### config.mk
export PLATFORM = sky130hd
export DESIGN_NAME = sdram_seq
export DESIGN_NICKNAME = d
export VERILOG_FILES = /design/src/rtl/sdram_seq.sv
export SDC_FILE = /design/constraint.sdc
export NUM_CORES = 1
export LEC_CHECK = 0
export BUFFER_PORTS_ARGS = -buffer_cell sky130_fd_sc_hd__clkbuf_2
export CAP_MARGIN = 20
export CELL_PAD_IN_SITES_DETAIL_PLACEMENT = 0
export CELL_PAD_IN_SITES_GLOBAL_PLACEMENT = 1
export CORE_UTILIZATION = 42
export DETAILED_ROUTE_END_ITERATION = 12
export GPL_ROUTABILITY_DRIVEN = 0
export PLACE_DENSITY = 0.9
export SKIP_CTS_REPAIR_TIMING = 1
export SLEW_MARGIN = 0
export SYNTH_ARGS = -nofsm -noshare
export SYNTH_HDL_FRONTEND = slang
export SYNTH_SLANG_ARGS = --single-unit
### constraint.sdc
create_clock -name CLK -period 8.15 [get_ports CLK]
set_input_delay 0.815 -clock CLK [delete_from_list [all_inputs] [get_ports CLK]]
set_output_delay 0.815 -clock CLK [all_outputs]
set_load 0.02 [all_outputs]
### src/rtl/sdram_seq.sv
`timescale 1ns/1ps
// sdram_seq: SDRAM power-up initialisation and auto-refresh sequencer that shares the command bus with a user port.
// Build option: define SDRAM_SEQ_REFLATE_EN to add the sticky REF_LATE refresh-overrun flag.
module sdram_seq #(
  parameter int          INIT_WAIT  = 20000,
  parameter int          REF_PERIOD = 780,
  parameter int          T_RP       = 2,
  parameter int          T_RFC      = 7,
  parameter int          T_MRD      = 2,
  parameter logic [12:0] MODE       = 13'h030
) (
  input  logic        CLK,
  input  logic        RSTn,
  output logic        CKE,
  output logic [3:0]  CMD,
  output logic [1:0]  BA,
  output logic [12:0] A,
  input  logic [3:0]  U_CMD,
  input  logic [1:0]  U_BA,
  input  logic [12:0] U_A,
  input  logic        U_REQ,
  output logic        U_GNT,
  output logic        READY,
  output logic        REF_PEND
`ifdef SDRAM_SEQ_REFLATE_EN
  ,
  output logic        REF_LATE
`endif
);

  typedef enum logic [2:0] {
    S_WAIT, S_PRE, S_TRP, S_REF, S_TRFC, S_MRS, S_TMRD, S_IDLE
  } state_e;

  typedef enum logic [3:0] {
    C_INHIBIT = 4'b1111,
    C_NOP     = 4'b0111,
    C_PRE     = 4'b0010,
    C_REF     = 4'b0001,
    C_MRS     = 4'b0000
  } cmd_e;

  // One shared delay counter; its width covers the longest single wait.
  localparam int CW = $clog2(INIT_WAIT + T_RP + T_RFC + T_MRD + 1);
  localparam int TW = (REF_PERIOD > 1) ? $clog2(REF_PERIOD) : 1;

  state_e        state_q, state_d, after_rfc;
  logic [CW-1:0] cnt_q, cnt_d;
  logic [2:0]    ref_num_q, ref_num_d;
  logic [TW-1:0] tmr_q;
  cmd_e          cmd_q, cmd_d;
  logic [12:0]   a_q, a_d;
  logic          cke_q, ready_q, ref_pend_q, pend_new_q, req_q;
  logic          expire, pre_go;
`ifdef SDRAM_SEQ_REFLATE_EN
  logic          ref_late_q;
`endif

  assign expire = ready_q && (tmr_q == TW'(REF_PERIOD - 1));

  // During init the eight refreshes chain back to back; afterwards a refresh returns to IDLE.
  always_comb begin
    if (ready_q)                after_rfc = S_IDLE;
    else if (ref_num_q == 3'd7) after_rfc = S_MRS;
    else                        after_rfc = S_REF;
  end

  // NOTE: every signal written here gets a default first, so no path leaves it unassigned and no latch is inferred.
  always_comb begin
    state_d   = state_q;
    cnt_d     = cnt_q;
    ref_num_d = ref_num_q;
    pre_go    = 1'b0;
    case (state_q)
      S_WAIT: begin
        if (cnt_q == CW'(INIT_WAIT)) state_d = S_PRE;
        else                         cnt_d   = cnt_q + CW'(1);
      end
      S_PRE: begin
        if (T_RP > 1) begin
          state_d = S_TRP;
          cnt_d   = CW'(T_RP - 2);
        end else begin
          state_d = S_REF;
        end
      end
      S_TRP: begin
        if (cnt_q == '0) state_d = S_REF;
        else             cnt_d   = cnt_q - CW'(1);
      end
      S_REF: begin
        if (T_RFC > 1) begin
          state_d = S_TRFC;
          cnt_d   = CW'(T_RFC - 2);
        end else begin
          state_d = after_rfc;
        end
      end
      S_TRFC: begin
        if (cnt_q == '0) state_d = after_rfc;
        else             cnt_d   = cnt_q - CW'(1);
      end
      S_MRS: begin
        if (T_MRD > 1) begin
          state_d = S_TMRD;
          cnt_d   = CW'(T_MRD - 2);
        end else begin
          state_d = S_IDLE;
        end
      end
      S_TMRD: begin
        if (cnt_q == '0) state_d = S_IDLE;
        else             cnt_d   = cnt_q - CW'(1);
      end
      S_IDLE: begin
        // A pending refresh also wins when it appears together with a fresh U_REQ rise.
        if (ref_pend_q && (!U_REQ || (pend_new_q && !req_q))) begin
          state_d = S_PRE;
          pre_go  = 1'b1;
        end
      end
      default: state_d = S_WAIT;
    endcase
    if ((state_q == S_REF || state_q == S_TRFC) && state_d == S_REF)
      ref_num_d = ref_num_q + 3'd1;
  end

  // Sequencer bus values are decoded from the next state and registered.
  always_comb begin
    cmd_d = C_NOP;
    a_d   = '0;
    case (state_d)
      S_PRE: begin
        cmd_d   = C_PRE;
        a_d[10] = 1'b1;
      end
      S_REF: cmd_d = C_REF;
      S_MRS: begin
        cmd_d = C_MRS;
        a_d   = MODE;
      end
      default: cmd_d = C_NOP;
    endcase
  end

  // NOTE: sequential state uses non-blocking assignments only, and every register, counters included, has an async reset value.
  always_ff @(posedge CLK or negedge RSTn) begin
    if (!RSTn) begin
      state_q    <= S_WAIT;
      cnt_q      <= '0;
      ref_num_q  <= '0;
      tmr_q      <= '0;
      cmd_q      <= C_INHIBIT;
      a_q        <= '0;
      cke_q      <= 1'b0;
      ready_q    <= 1'b0;
      ref_pend_q <= 1'b0;
      pend_new_q <= 1'b0;
      req_q      <= 1'b0;
    end else begin
      state_q    <= state_d;
      cnt_q      <= cnt_d;
      ref_num_q  <= ref_num_d;
      cmd_q      <= cmd_d;
      a_q        <= a_d;
      cke_q      <= 1'b1;
      ready_q    <= ready_q || (state_d == S_IDLE);
      req_q      <= U_REQ;
      pend_new_q <= expire && !ref_pend_q;
      if (ready_q) tmr_q <= expire ? '0 : tmr_q + TW'(1);
      // An expiry while a refresh is already pending is absorbed, not queued.
      if (pre_go)      ref_pend_q <= 1'b0;
      else if (expire) ref_pend_q <= 1'b1;
    end
  end

`ifdef SDRAM_SEQ_REFLATE_EN
  always_ff @(posedge CLK or negedge RSTn) begin
    if (!RSTn)                    ref_late_q <= 1'b0;
    else if (expire && ref_pend_q) ref_late_q <= 1'b1;
  end
  assign REF_LATE = ref_late_q;
`endif

  assign U_GNT    = (state_q == S_IDLE);
  assign CKE      = cke_q;
  assign CMD      = U_GNT ? U_CMD : cmd_q;
  assign BA       = U_GNT ? U_BA  : 2'b00;
  assign A        = U_GNT ? U_A   : a_q;
  assign READY    = ready_q;
  assign REF_PEND = ref_pend_q;

endmodule

Yosys cells after proc, flatten, opt, wreduce, memory -nomap -nowiden
Index checks and enable logic that the tools add are counted.

cells by class
  reduce and logical (&&, ||, !) cells = 18
  multiplexer cells = 22
  add/sub/neg operators = 4
  equal/unequal tests = 16

operators by type and width
  cell                   count
  $pmux 15 s4            1
  $mux 15                2
  $pmux 3 s8             1
  $eq 3x3->1 const B     7
  $mux 3                 7
  $add 15x1->15 const B  1
  $eq 15x15->1 const B   1
  $logic_not 15->1       1
  $sub 15x1->15 const B  1
  $mux 13                1
  $add 10x1->10 const B  1
  $eq 10x10->1 const B   1
  $mux 10                1
  $eq 3x2->1 const B     3
  $pmux 3 s3             1
  $eq 3x1->1 const B     2
  $mux 6                 1
  $logic_and 1x1->1      5
  $mux 1                 5
  $mux 4                 1
  $ne 2x2->1 const B     2
  $reduce_bool 4->1      1
  $add 3x1->3 const B    1
  $logic_not 1->1        3
  other kinds (7)        9

word-level totals
  logic and storage cells = 71
  input bits = 22
  register bits = 51
  output and inout port bits = 23

Depth between registers and ports, before layout
Gate-level depths: netlist of run 1.

  depth after elaboration = 8
  depth in mapped cells = 10
  depth with buffers taken out = 9

Worst setup path after synthesis of run 1
OpenSTA, ideal clock, no wires.

  path type = reg-to-reg
  from = reg state_q[1]
  to = reg cnt_q[14]
  stages on the path, launching flop included = 11
  path buffers = 1
  library setup time = 76 ps
  data arrival time = 2,677 ps
  path slack = 5,397 ps
  cells stage by stage = dfrtp_1 clkbuf_1 o21bai_1 inv_1 fa_1 a211oi_1 o211ai_2 nand4_1 mux2_1 o31a_1 o21ai_1

on the way
  longest elaborated chain between the ends = 4

ends and longest elaborated chain
  element                                                                     RTL line  RTL
  start, declared                                                             47        state_e state_q, state_d, after_rfc;
  start signal, assigned                                                      161       state_q <= state_d;
  $eq 3x3->1, or another cell as far along                                    74        case (state_q)
  $reduce_or 3->1 (no source line) / $reduce_or 2->1 (equally long branches)  n/a
  $ne 2x2->1 (no source line) / $reduce_bool 4->1 (equally long branches)     n/a
  $reduce_and 3->1 (no source line)                                           n/a
  end signal, assigned                                                        162       cnt_q <= cnt_d;
  end, declared                                                               48        logic [CW-1:0] cnt_q, cnt_d;

Parallel ways exist; a longest one is shown, timed or not.
A chain may end at the register's enable or synchronous reset.

Worst setup path after layout of run 1
Ends and elaborated chain as after synthesis.

==> results of run 1 <==
## cell usage in the layout (no fill, tap or decap), types with 2 or more instances in the layout
cell type,synthesis,final
a31oi_1,3,3
inv_1,9,9
nand3_1,6,6
and3_1,3,3
a21oi_1,11,11
o21ai_0,8,8
a21o_1,9,9
o211ai_2,2,2
xor2_1,10,10
nand3b_1,2,2
o211ai_1,2,2
a32o_1,2,2
conb_1,2,2
o31a_1,3,3
nand2b_1,3,3
ha_1,16,16
mux2_1,5,5
o21ai_1,4,4
clkbuf_2,0,44
clkbuf_8,0,5
o31ai_1,5,5
dfrtp_1,38,38
nor2_1,16,16
nand3_2,2,2
dfstp_2,4,4
nand4_1,6,6
nor4_2,2,2
nor2b_1,3,3
nand2_1,38,38
and2_1,15,15
xnor2_1,10,10
a211oi_1,2,2
a22o_1,5,5
nor4_1,2,2
## cell type report
cell class	instances	area [sq um]	area share [%]
well taps	75	93.84	3.054
flip-flops and latches	42	1056	34.36
clock buffers	5	68.82	2.239
multi-input cells	218	1540	50.12
clock inverters	3	21.27	0.6922
inverters	10	37.54	1.221
repair buffers	46	255.2	8.306
## critical path, cell delays in order (launching register included)
cell	delay, ps
dfrtp_1	460
o21bai_1	330
inv_1	340
fa_1	520
a211oi_1	330
o211ai_2	140
nand4_1	120
mux2_1	350
o31a_1	280
o21ai_1	110
## worst paths after layout
path                                           from                  endpoint  slack [ps]
setup reg to reg               state_q[1]$_DFF_PN0_     cnt_q[14]$_DFFE_PN0P_        5090
setup / recovery               state_q[1]$_DFF_PN0_     cnt_q[14]$_DFFE_PN0P_        5090
max in group asynchronous                      RSTn        cmd_q[3]$_DFF_PN1_        7130
hold / removal                                 RSTn      tmr_q[4]$_DFFE_PN0P_         450
hold reg to reg            ref_num_q[0]$_DFFE_PN0P_  ref_num_q[0]$_DFFE_PN0P_         490
min in group CLK           ref_num_q[0]$_DFFE_PN0P_  ref_num_q[0]$_DFFE_PN0P_         490
## layer usage
layer | track usage [%] | wire [um] | vias up
met4 | 9.123 | 83 | 0
met3 | 2.778 | 154 | 5
met5 | 0 | 0 | -
li1 | - | - | 1076
met2 | 28.84 | 2543 | 38
met1 | 23.08 | 2698 | 999
## kinds of logic after synthesis
kind of cell | after synthesis
AOI/OAI and AO/OA | 65
adders and majority gates | 17
and+or+nand+nor | 108
muxes | 6
buffers and inverters | 18
other | 2
xor gates and xnor gates | 20
DFF | 42
## sequential cells by signal (all words and copies together), names as in the netlist
register,flops
REF_PEND,1
ref_num_q,3
tmr_q,10
cmd_q,4
state_q,3
READY,1
pend_new_q,1
req_q,1
a_q,2
cnt_q,15
CKE,1
## metrics by stage
| step | instances | setup slack [ps] |
|---|---|---|
| floorplan | 278 | 5397 |
| CTS | 398 | 5129 |
| finish | 399 | 5094 |
| detailed placement | 390 | 5147 |
| global placement | 390 | 5245 |
| global route | 399 | 4821 |
## power groups by stage
stage	logic [uW]	clock network, uW	registers [uW]
finish	11.6	137	209
global route	13.4	150	210
CTS	10.4	142	209
detailed placement	10.4	0	214
global placement	10.3	0	213
floorplan	0.804	0	214
==> impl_metrics.yaml, run 1 <==
synth:
  yosysTopAreaCellShare_pct: 35.58
  synth_adder_area_share_pct: 8.240
  ys_seq_elements: 42
  synth_area_sq_um: 2673
  synth-simple-area-share_pct: 21.82
  yosys_most_used_dff: "dfrtp_1"
  syn-num-nets: 317
  yosys_warnings: 0
  synth_commonest_cells: "dfrtp_1 (38), nand2_1 (38), ha_1 (16), nor2_1 (16), and2_1 (15)"
  yosysTopAreaCell: "dfrtp_1"
  syn_inst: 278
  synthMuxAreaShare_pct: 2.528
  synth-edff-count: 0
  synth_cell_types: 57
  yosysSeqAreaShare_pct: 39.51
  synth_compound_area_share_pct: 18.21
  avgSynthCellArea_sq_um: 9.614
  synth-xor-area-share_pct: 6.554
  synth.top_cells.by_area: "dfrtp_1 (36%), ha_1 (7.5%), nand2_1 (5.3%), dfstp_2 (3.9%), and2_1 (3.5%)"
  synth_top_family_by_area: "simple AND/OR/NAND/NOR gates"
  async_flop_share_pct: 100.0
power:
  cellLeakagePower_uw: 0.001561
  switching_share_pct: 23.20
  powerDensity_nw_per_um2: 116.4
  power_uw: 357.7
  clock_power_share_pct: 38.2
  power_frac_seq_pct: 58.5
  p_int_uw: 274.7
  netSwitchingPower_uw: 82.98
  power_frac_comb_pct: 3.3
  ir_worst_vdd_uv: 65.15
sta:
  min_period_ps: 3056
  worstMarginPinSlew_ps: 516.3
  setup_violations: 0
  drv_slew: 0
  finalHoldViolCount: 0
  max_freq_ghz: 0.3272
  clock_skew_ps: 6.453
  slew_headroom_pct: 65.54
  rsz0062_at_grt: "no"
  finalSetupTns_ps: 0
  hold_slack_ps: 453.8
  fin_crit_sh_pct: 37.50
outcome:
  run_status: "finished clean"
critical_path:
  cp_max_fo: 14
  path_class: "flop to flop"
  arrival_ps: 3290
  endpoint_kind: "flop"
  ff2ff_path_depth: 9
  cp.required_ps: 8380
  startpoint_type: "flop"
route:
  post_drt_via_cell_ratio: 5.308
  drt_iter0_drc: 122
  drt_pass1_iterations: 4
  antenna_left: 0
  wl_per_cell_um: 13.73
  via_count: 2118
  drc: 0
  wl_um: 5480
clock_network:
  clk_path_buf_depth: 2
  clk_pin_slew_ps: 80
  cts-root-buf: "clkbuf_8"
  clkLatencyLatePin_ps: 300
  numCtsBuffers: 5
  htreeDepth: 2
  cts_tree: "built"
  cts_sinks: 42
die:
  die_w_um: 81.77
  core_area_sq_um: 6026
  die-height_um: 81.77
  num_io_pins: 45
  start_util_pct: 44.35
  dieArea_sq_um: 6686
  rows: 28
min_path:
  hp-class: "primary input to asynchronous set/reset pin"
place:
  placedInstanceArea_sq_um: 2955
  dp_hpwl_um: 3936
  portBuffers: 44
final_layout:
  antennaDiodeCount: 0
  final_nets: 362
  syn_to_final_growth_pct: 14.98
  stdcell_area_sq_um: 3073
  fin_util_pct: 51.00
  fillers: 580
  drive_above_1_share_pct: 21.91
global_routing:
  grt_overflow: 0
  grt_pass1_vias: 1973
  grt_max_degree: 43
  grt_pass1_wl_um: 8990
  track_usage_pct: 17.89
  grt_antenna_before_repair: 0
flow_run:
  maxCapViolations: 0
Power figures use the tool's default switching activity.
==> run 2: changes to the inputs <==
clock period = 2.9 ns   (was 8.15 ns; I/O delays follow)
==> run 2 against run 1 <==
  * Clock skew is 9.4 ps higher
  * Total power rose to 2.8 times the previous value
  * Core utilization up 1.0 points
  * Critical path type unchanged
==> impl_metrics.yaml, run 2 (synthesis results as in run 1) <==
critical_path:
  slowest_delay_ps: 450
  cp_max_fo: 11
  critPathSlowestCell: "fa_1"
  path_class: "flop to flop"
  worst_path_dominant_cell_family: "compound AO/OA/AOI/OAI gates"
  cp.required_ps: 3130
  startpoint_type: "flop"
  cp_num_buf_inv: 1
  path_cells: "o21bai_2 -> inv_2 -> fa_1 -> a211oi_1 -> o211ai_2 -> nand4_1 -> mux2_1 -> o31a_1 -> o21ai_1"
  arrival_ps: 2900
  endpoint_kind: "flop"
clock_network:
  clkLatencyLatePin_ps: 310
  cts_tree: "built"
  numCtsBuffers: 5
  cts_sinks: 42
  htreeDepth: 2
  clk_pin_slew_ps: 100
  cts-root-buf: "clkbuf_8"
  clk_path_buf_depth: 2
final_layout:
  final_cell_mix: "clkbuf_2 (44), dfrtp_1 (38), nand2_1 (38)"
  drive_above_1_share_pct: 23.87
  reg_top3: "cnt_q (15), tmr_q (10), cmd_q (4)"
  regMostFlops: "cnt_q"
  largest_register_ffs: 15
  antennaDiodeCount: 0
  syn_to_final_growth_pct: 17.32
  layout_commonest_cell: "clkbuf_2"
  final_nets: 369
sta:
  rsz0062_at_grt: "no"
  finalHoldViolCount: 0
  max_freq_ghz: 0.3742
  hold_slack_ps: 99.27
  clock_skew_ps: 15.88
  slew_headroom_pct: 65.40
  min_period_ps: 2673
  worstMarginPinSlew_ps: 516.5
  fin_crit_sh_pct: 92.16
  drv_slew: 0
  finalSetupTns_ps: 0
  setup_violations: 0
route:
  antenna_left: 0
  wl_um: 5370
  post_drt_via_cell_ratio: 5.266
  drc: 0
  via_count: 2138
  drt_iter0_drc: 83
  wl_per_cell_um: 13.23
  drt_pass1_iterations: 4
die:
  rows: 28
  core_area_sq_um: 6026
  die_w_um: 81.77
  start_util_pct: 44.35
  die-height_um: 81.77
  num_io_pins: 45
  dieArea_sq_um: 6686
global_routing:
  grt_antenna_before_repair: 0
  track_usage_pct: 17.83
  grt_pass1_wl_um: 9121
  grt_overflow: 0
  grt_max_degree: 43
  grt_pass1_vias: 1983
min_path:
  hp-class: "primary input to flop"
outcome:
  run_status: "finished clean"
power:
  ir_worst_vdd_uv: 206.3
  cellLeakagePower_uw: 0.001597
  powerDensity_nw_per_um2: 324.1
place:
  dp_hpwl_um: 4061
  portBuffers: 44
flow_run:
  maxCapViolations: 0
[run 2: stage by stage]
stage | setup slack, ps | cell area, sq um | cells | total power (uW) | util (%)
2_1_floorplan | 146.8 | 2673 | 278 | 603.2 | -
3_3_place_gp | 169.3 | 3000 | 396 | 628.7 | 49.79
3_5_place_dp | 44.85 | 3000 | 396 | 629.1 | 49.79
4_1_cts | 14.96 | 3094 | 404 | 1025 | 51.35
5_1_grt | 40.97 | 3136 | 406 | 1061 | 52.03
6_report | 227.3 | 3136 | 406 | 1016 | 52.03
[run 2: layout make-up]
cell class | instances | area, sq um
clock inverter | 3 | 25.02
tap | 75 | 93.84
multi-input combinational | 218 | 1544
sequential | 42 | 1056
timing repair buffer | 53 | 310.3
inverter | 10 | 37.54
fill | 555 | 2890
clock buffer | 5 | 68.82
[run 2: worst register-to-register path: cells and delay by family, from the launching register on]
kind                     cells  cell delay (ps)
buffers and inverters        1              160
multiplexers                 1              350
AO/OA/AOI/OAI                5             1130
AND/OR/NAND/NOR              1              120
flip-flops                   1              400
adder cells (fa/ha/maj)      1              460
[run 2: worst paths after layout]
kind | start | to | slack, ps | depth (start not counted)
worst max-delay path | state_q[1]$_DFF_PN0_ | cnt_q[14]$_DFFE_PN0P_ | 230 | 9
worst min-delay path | U_REQ | req_q$_DFF_PN0_ | 100 | 1
worst max register to register | state_q[1]$_DFF_PN0_ | cnt_q[14]$_DFFE_PN0P_ | 230 | 9
worst min register to register | ref_num_q[0]$_DFFE_PN0P_ | ref_num_q[0]$_DFFE_PN0P_ | 490 | 1
max in group asynchronous | RSTn | cmd_q[3]$_DFF_PN1_ | 1840 | 3
min in group asynchronous | RSTn | tmr_q[3]$_DFFE_PN0P_ | 460 | 2
[run 2: power by group]
part / total (uW) / switching (uW) / internal, uW
registers: 588 / 0.509 / 588
clock network: 394 / 220 / 174
logic: 33.7 / 17.8 / 15.9
[run 2: per-layer routing]
layer | track usage [%] | wire length, um | vias to the layer above
met2 | 29.59 | 2509 | 32
li1 | - | - | 1101
met5 | 0 | 0 | -
met3 | 2.778 | 130 | 7
met1 | 22.97 | 2628 | 998
met4 | 7.368 | 101 | 0
==> run 3: changes to the inputs <==
ABC_AREA = 1   (was not set)
CORE_UTILIZATION = 41   (was 42)
PLACE_DENSITY = 0.92   (was 0.9)
==> run 3 against run 2 <==
  * Design area grew 6.5%
  * Total power grew 12%
  * Sequential power is essentially flat
  * Die area grew 10%
  * Clock skew shrank 12 ps
  * Synthesized cell count grew 43%
  * Cell count grew 34%
  * Clock-buffer cell count grew 1
==> impl_metrics.yaml, run 3 <==
outcome:
  run_status: "finished clean"
synth:
  yosysMostFrequentCell: "nand2_1"
  ys_seq_elements: 42
  synth_cell_types: 42
  yosysSeqAreaShare_pct: 36.58
  syn_inst: 397
  avgSynthCellArea_sq_um: 7.271
  yosysTopAreaCell: "dfrtp_1"
  async_flop_share_pct: 100.0
  yosysTopAreaCellShare_pct: 32.94
  syn-num-nets: 436
  synth-edff-count: 0
  synth_commonest_cells: "nand2_1 (113), nor2_1 (50), inv_1 (41), dfrtp_1 (38), nand3_1 (29)"
  synth.top_cells.by_area: "dfrtp_1 (33%), nand2_1 (15%), ha_1 (6.9%), nor2_1 (6.5%), inv_1 (5.3%)"
  yosys_most_used_dff: "dfrtp_1"
  yosys_warnings: 0
  synth_area_sq_um: 2887
final_layout:
  stdcell_area_sq_um: 3339
  reg_top3: "cnt_q (15), tmr_q (10), cmd_q (4)"
  instances_no_fill: 543
  seq_area_sq_um: 1056
  fin_util_pct: 49.15
  largest_register_ffs: 15
  final_cell_mix: "nand2_1 (113), nor2_1 (50), clkbuf_2 (44)"
  regMostFlops: "cnt_q"
  final_nets: 485
  layout_commonest_cell: "nand2_1"
  antennaDiodeCount: 0
  drive_above_1_share_pct: 17.90
  multi_input_area_sq_um: 1624
  fillers: 695
  syn_to_final_growth_pct: 15.69
power:
  ir_worst_vdd_uv: 153.1
  clock_power_share_pct: 41.6
  netSwitchingPower_uw: 262.9
  cellLeakagePower_uw: 0.001721
  switching_share_pct: 23.13
  p_int_uw: 873.7
  powerDensity_nw_per_um2: 340.3
  power_frac_seq_pct: 51.8
  power_frac_comb_pct: 6.6
place:
  dp_slack_ps: 608.1
  portBuffers: 44
  placedInstanceArea_sq_um: 3199
  dp_hpwl_um: 4853
  dp_cells: 533
clock_network:
  numCtsBuffers: 5
  cts_tree: "built"
  clkLatencyLatePin_ps: 300
  clk_pin_slew_ps: 80
  clk_path_buf_depth: 2
  cts-root-buf: "clkbuf_8"
  htreeDepth: 2
  cts_sinks: 42
sta:
  finalSetupTns_ps: 0
  min_period_ps: 2320
  layout_setup_ws_ps: 580.2
  rsz0062_at_grt: "no"
  clock_skew_ps: 4.057
  max_freq_ghz: 0.4311
  drv_slew: 0
  finalHoldViolCount: 0
  setup_violations: 0
  fin_crit_sh_pct: 79.99
die:
  start_util_pct: 42.49
  num_io_pins: 45
  dieArea_sq_um: 7380
  rows: 30
  die_w_um: 85.91
  core_area_sq_um: 6794
  die-height_um: 85.91
route:
  wl_um: 6337
  antenna_left: 0
  post_drt_via_cell_ratio: 4.851
  drc: 0
  via_count: 2634
  wl_per_cell_um: 11.67
  drt_pass1_iterations: 4
  drt_iter0_drc: 123
critical_path:
  crit_start: "state_q[2]$_DFF_PN0_"
  cp.required_ps: 3120
  startpoint_type: "flop"
  path_class: "flop to flop"
  ff2ff_path_depth: 11
  arrival_ps: 2540
  r2r_end: "cnt_q[9]$_DFFE_PN0P_"
  reg2reg_slack_ps: 580
  endpoint: "cnt_q[9]$_DFFE_PN0P_"
  r2r_start: "state_q[2]$_DFF_PN0_"
  cp_max_fo: 12
  endpoint_kind: "flop"
global_routing:
  grt_antenna_before_repair: 0
  grt_pass1_vias: 2461
  grt_overflow: 0
  track_usage_pct: 18.76
  grt_pass1_wl_um: 11100
  grt_max_degree: 43
flow_run:
  maxCapViolations: 0
min_path:
  hp-class: "primary input to flop"
==> run 3: per-layer routing <==
layer  vias up  share of wire (%)  routed length (um)  track usage, %
met5         -                  0                   0               0
met4         0                1.6                 100           5.303
met3        13                3.9                 249           3.176
met2        53                 47                2992           31.24
met1      1192                 47                2994           25.14
li1       1376                  -                   -               -
==> run 3: cells by family after synthesis <==
group / count (synthesis) / synth area share (%)
AO/OA/AOI/OAI: 49 / 9.277
other: 2 / 0.2602
flip-flops: 42 / 36.58
AND/OR/NAND/NOR: 228 / 36.37
buffers and inverters: 50 / 7.152
XOR/XNOR: 9 / 2.731
adder cells (fa/ha/maj): 17 / 7.629
==> run 3: cell type report <==
type	instances	share of cell area, %
repair buffers	47	7.718
flip-flops and latches	42	31.62
well taps	96	3.597
multi-input cells	305	48.63
clock buffers	6	2.173
clock inverters	2	1.124
inverters	45	5.133
==> run 3: worst max-delay path, cell delays in order (launching register included) <==
cell,delay (ps)
dfrtp_1,450
inv_2,110
a21oi_2,270
buf_4,250
ha_1,320
a21oi_1,230
o21ai_0,130
nand2_1,70
nand3b_1,90
nand2_1,70
nand2_1,50
o21ai_0,180
==> run 3: power groups by stage <==
stage | logic, uW | clock network (uW) | registers, uW
6_report | 75.0 | 473 | 588
5_1_grt | 83.4 | 510 | 589
4_1_cts | 72.3 | 484 | 589
3_5_place_dp | 72.0 | 0 | 600
3_3_place_gp | 70.7 | 0 | 600
2_1_floorplan | 30.9 | 0 | 601
==> run 3: through the flow <==
step / hold WS, ps / total power, uW
finish: 107.6 / 1137
global route: 103.0 / 1182
CTS: 105.9 / 1145
detailed placement: 421.5 / 672.0
global placement: 417.1 / 670.7
floorplan: -5.591 / 631.9
==> run 3: worst min path at each step <==
stage | start | end | slack [ps] | depth (start not counted)
floorplan | RSTn | CKE$_DFF_PN0_ | -6 | 0
global placement | U_REQ | req_q$_DFF_PN0_ | 420 | 1
detailed placement | U_REQ | req_q$_DFF_PN0_ | 420 | 1
CTS | U_REQ | req_q$_DFF_PN0_ | 110 | 1
global route | U_REQ | req_q$_DFF_PN0_ | 100 | 1
finish | U_REQ | req_q$_DFF_PN0_ | 110 | 1
